--- config.mk ---
export PLATFORM = sky130hd
export DESIGN_NAME = uart_tx
export DESIGN_NICKNAME = d
export VERILOG_FILES = /design/src/rtl/uart_tx.sv
export SDC_FILE = /design/constraint.sdc
export NUM_CORES = 1
export LEC_CHECK = 0
export CAP_MARGIN = 30
export CORE_MARGIN = 2
export CORE_UTILIZATION = 55
export DETAILED_ROUTE_END_ITERATION = 8
export PLACE_DENSITY = 0.85
export RECOVER_POWER = 25
export SYNTH_ARGS = -nofsm -noshare
export SYNTH_HDL_FRONTEND = slang
export SYNTH_SLANG_ARGS = --single-unit
--- constraint.sdc ---
create_clock -name clk -period 3.55 [get_ports clk]
set_input_delay 0.71 -clock clk [delete_from_list [all_inputs] [get_ports clk]]
set_output_delay 0.71 -clock clk [all_outputs]
set_load 0.05 [all_outputs]
--- src/rtl/uart_tx.sv ---
// UART transmitter that drains the TX FIFO: start bit, LSB-first data, optional parity, stop bit(s).
// state    | meaning
// S_IDLE   | line idle high, pops the FIFO as soon as it is non-empty
// S_START  | start bit (low)
// S_DATA   | W data bits, LSB first
// S_PARITY | parity bit, only reachable when PARITY != 0
// S_STOP   | STOP_BITS stop bits (high); may pop the next word in its final cycle
module uart_tx #(
   parameter int W             = 8,
   parameter int CLKS_PER_BAUD = 868,
   parameter int PARITY        = 0,
   parameter int STOP_BITS     = 1
) (
   input  logic         clk,
   input  logic         i_reset,
   input  logic [W-1:0] i_data,
   input  logic         i_empty,
   output logic         o_rd,
   output logic         o_tx,
   output logic         o_busy
);

   localparam int CW = $clog2(CLKS_PER_BAUD);
   localparam int BW = $clog2(W + 1);
   localparam logic [CW-1:0] CNT_LAST  = CW'(CLKS_PER_BAUD - 1);
   localparam logic [BW-1:0] DATA_LAST = BW'(W - 1);
   localparam logic [BW-1:0] STOP_LAST = BW'(STOP_BITS - 1);

   typedef enum logic [2:0] {
      S_IDLE,
      S_START,
      S_DATA,
      S_PARITY,
      S_STOP
   } state_t;

   state_t        state;
   state_t        state_nxt;
   logic [CW-1:0] baud_cnt;
   logic [BW-1:0] bit_idx;
   logic [W-1:0]  shift_reg;
   logic          par_bit;
   logic          baud_end;
   logic          last_stop;

   assign baud_end  = (baud_cnt == CNT_LAST);
   assign last_stop = (state == S_STOP) && baud_end && (bit_idx == STOP_LAST);

   always_ff @(posedge clk) begin
      if (i_reset) state <= S_IDLE;
      else         state <= state_nxt;
   end

   always_comb begin
      state_nxt = state;
      if (o_rd) begin
         state_nxt = S_START;
      end else begin
         case (state)
            S_START:  if (baud_end) state_nxt = S_DATA;
            S_DATA:   if (baud_end && bit_idx == DATA_LAST)
                         state_nxt = (PARITY != 0) ? S_PARITY : S_STOP;
            S_PARITY: if (baud_end) state_nxt = S_STOP;
            S_STOP:   if (last_stop) state_nxt = S_IDLE;
            default:  state_nxt = S_IDLE;
         endcase
      end
   end

   always_comb begin
      o_rd   = !i_reset && !i_empty && ((state == S_IDLE) || last_stop);
      o_busy = (state != S_IDLE);
   end

   // Shift register is pre-shifted so shift_reg[0] always holds the next data bit to send.
   always_ff @(posedge clk) begin
      if (i_reset) begin
         o_tx      <= 1'b1;
         baud_cnt  <= '0;
         bit_idx   <= '0;
         shift_reg <= '0;
         par_bit   <= 1'b0;
      end else if (o_rd) begin
         o_tx      <= 1'b0;
         baud_cnt  <= '0;
         bit_idx   <= '0;
         shift_reg <= i_data;
         par_bit   <= (PARITY == 1) ? ~^i_data : ^i_data;
      end else if (state != S_IDLE) begin
         baud_cnt <= baud_end ? '0 : baud_cnt + 1'b1;
         if (baud_end) begin
            case (state)
               S_START: begin
                  o_tx      <= shift_reg[0];
                  shift_reg <= shift_reg >> 1;
                  bit_idx   <= '0;
               end
               S_DATA: begin
                  if (bit_idx == DATA_LAST) begin
                     o_tx    <= (PARITY != 0) ? par_bit : 1'b1;
                     bit_idx <= '0;
                  end else begin
                     o_tx      <= shift_reg[0];
                     shift_reg <= shift_reg >> 1;
                     bit_idx   <= bit_idx + 1'b1;
                  end
               end
               S_PARITY: begin
                  o_tx    <= 1'b1;
                  bit_idx <= '0;
               end
               S_STOP: begin
                  if (bit_idx == STOP_LAST) bit_idx <= '0;
                  else                      bit_idx <= bit_idx + 1'b1;
               end
               default: begin
                  o_tx <= 1'b1;
               end
            endcase
         end
      end
   end

endmodule

==> summary.md <==
| Metric | Value |
|---|---|
| DP HPWL | 2.262 mm |
| Seq cells post-synth | 26 |
| Hold Crit Start | shift_reg[5]$_SDFFE_PP0P_ |
| Die Ht | 54.73 um |
| Worst-path clk slew | 0.14 ns |
| Cell count after synthesis | 160 |
| Worst clock skew | 0.003399 ns |
| Total grt overflow | 0 |
| FF-to-FF End | bit_idx[2]$_SDFFE_PP0P_ |
| Reg-to-reg critical path startpoint | baud_cnt[0]$_SDFFE_PP0P_ |
| Post-synth cell types | 47 |
| YS warnings | 0 |
| Largest net degree at the start of global routing | 15 |
| Post-DRT Antenna Nets | 0 |
| Vias/cell | 6.000 |
| Top FF cell, synth | dfxtp_1 |
| Final Hold Vio Count | 0 |
| Post-synth EDFFs | 0 |
| CTS Buffer Depth | 2 |
| H-tree levels | 1 |
| Synth Cell Area | 1415 um^2 |
| Root buffer cell | clkbuf_4 |
| # Post-CTS Setup Buffers | 0 |
| First-pass GRT wire length | 4.871 mm |
| CTS tree | done |
| Final Cycle Share | 93.08% |
| Cts bufs inserted | 3 |
| Slowest CP cell | or4_4 |
| Setup ws final | 0.2456 ns |
| Syn avg cell area | 8.844 um^2 |
| Syn_nets | 174 |
| Achievable Freq | 302.6 MHz |
| Slew Limit Fails | 0 |
| Max VDD drop | 333.9 uV |
| Row count | 18 |
| Maximum fanout along the worst path | 5 |
| Setup CP Type | reg -> out |
| Most area-consuming cells after synthesis | dfxtp_1 37%, nor2_1 5.6%, a211oi_2 4.4% |
| Post-synthesis async set-or-reset flop share | 0% |
| Most common cell after layout, fill and taps aside | dfxtp_1 |
| Req. time, crit path | 2.84 ns |
| Setup violators final | 0 |
| CP Cell Sequence | ha_1 -> or4b_4 -> or4_4 -> a21o_1 -> nor2_1 -> buf_12 |
| Initial antenna violation count | 0 |
| Cts-stage hold buffer count | 0 |
| CTS Sinks | 26 |
| Area of the multi-input gates | 844.6 um^2 |
| Vias in the first global route | 1115 |
| Fillcell total | 210 |
| Via count | 1236 |
| Yosys top cell by area | dfxtp_1 |
| Core area | 2455 um^2 |
| Most frequent cells in the layout | 26 x dfxtp_1, 21 x nor2_1, 13 x nand2_1 |
| Drt total wl | 2.990 mm |
| Synthesis-to-finish area growth | 14.77% |
| Clk Latency, worst-skew pair | 0.33 ns |
| I/O pin cnt | 14 |
| Status | finished, final reports clean |
| CP endpoint kind | output port |
| All-Layer GR Usage | 22.88% |
| Share of the synthesized area in the top cell type | 36.78% |
| Crit path from | baud_cnt[0]$_SDFFE_PP0P_ |
| Pre-CTS setup slack | 0.6195 ns |
| Reg2reg path depth | 7 |
| RSZ-0062 raised after global routing | false |
| Iter 0 DRT Violations | 15 |
| Antenna diodes | 0 |
| Post_cts resized | 0 |
| Nets | 191 |
| Slew HR | 56.58% |
| First-pass detailed-route iteration total | 4 |
| Crit path to | o_rd |
| Max reg flops | 10 |
| Drt wl/cell | 14.51 um |
| Worst-Margin Slew | 0.6513 ns |
| Crit path largest cell delay | 0.57 ns |
| PD cells | 334.7 nW/um^2 |
| Crit start category | register |
| # DRC | 0 |
| Fraction of layout cells with a size suffix above 1 | 11.36% |
| Placer Congestion | 0.7949 |
| TNS Setup | 0 ns |
| Register area share after synthesis | 36.78% |
| Hold crit path type | reg -> reg |
| Die width | 54.73 um |
| Reg2Reg Setup Slack | 0.78 ns |
| Die ar. | 2995 um^2 |
| # port buffers | 13 |
| Max-cap violation count | 0 |
| Leakage | 0.5339 nW |
| Initial Util | 57.65% |
| Register area | 520.5 um^2 |
| Post-layout minimum cycle time | 3.304 ns |
| Final Util | 66.16% |
| Worst Path Arrival | 2.59 ns |
## critical path: cells and delay by family (launching register included)
family                   cells  cell delay, ns
adder cells (fa/ha/maj)      1            0.21
flip-flops                   1            0.42
AO/OA/AOI/OAI                1            0.21
buffers and inverters        1            0.17
AND/OR/NAND/NOR              3            1.26
## cell usage after synthesis (all sizes together), types with 2 or more instances
master,number
xnor2,6
and3,2
nand3b,5
xor2,4
or3,2
a211oi,5
a21oi,8
mux2i,5
nand3,4
clkbuf,4
nand4b,2
or4,3
a41oi,2
ha,3
nor2,22
o22ai,2
a21o,2
o21ai,5
nand4,3
dfxtp,26
inv,4
nand2,13
nor3,4
nand2b,4
nor3b,3
or4b,2
## cell type report
| class | count | share of cell area [%] |
|---|---|---|
| inverters | 5 | 1.156 |
| multi-input cells | 124 | 52.00 |
| repair buffers | 17 | 10.25 |
| clock buffers | 4 | 2.234 |
| well taps | 30 | 2.311 |
| flip-flops and latches | 26 | 32.05 |
## metal layers
metal,global-route usage (%),vias to the layer above,share of wire (%)
li1,-,615,-
met1,26.88,593,43
met2,39.68,23,51
met3,3.279,5,3.5
met4,12.08,0,1.6
met5,0,-,0
## cells by family (layout without fill, tap and decap cells)
family          Yosys count  count (layout)  synth area share (%)
compound gates           34              34                 19.10
xor+xnor                 10              10                 6.189
fa+ha+maj                 3               3                 2.653
buf+inv                  10              26                 3.182
flops                    26              26                 36.78
mux                       5               5                 3.537
simple gates             72              72                 28.56
## report_power, final
part	total, mW	internal, mW	switching [mW]	leakage (nW)
Combinational	0.0820	0.0356	0.0463	0.301
Clock	0.151	0.0628	0.0883	0.0210
Sequential	0.310	0.302	0.00854	0.212
## worst min-delay path by stage
| stage | to | slack (ns) | cells after the start |
|---|---|---|---|
| after CTS | shift_reg[5]$_SDFFE_PP0P_ | 0.48 | 2 |
| after global routing | shift_reg[5]$_SDFFE_PP0P_ | 0.51 | 2 |
| after global placement | shift_reg[5]$_SDFFE_PP0P_ | 0.45 | 2 |
| final | shift_reg[5]$_SDFFE_PP0P_ | 0.47 | 2 |
| after detailed placement | shift_reg[5]$_SDFFE_PP0P_ | 0.46 | 2 |
| after floorplan | shift_reg[5]$_SDFFE_PP0P_ | 0.43 | 2 |
## through the flow
step	cell area, um^2	hold slack, ns	instances	power (mW)
6_report	1624	0.4713	206	0.5435
5_1_grt	1624	0.5062	206	0.5621
4_1_cts	1633	0.4755	206	0.5466
3_5_place_dp	1597	0.4560	202	0.3997
3_3_place_gp	1597	0.4508	202	0.3962
2_1_floorplan	1415	0.4350	160	0.3663
(Power assumes the default switching activity.)
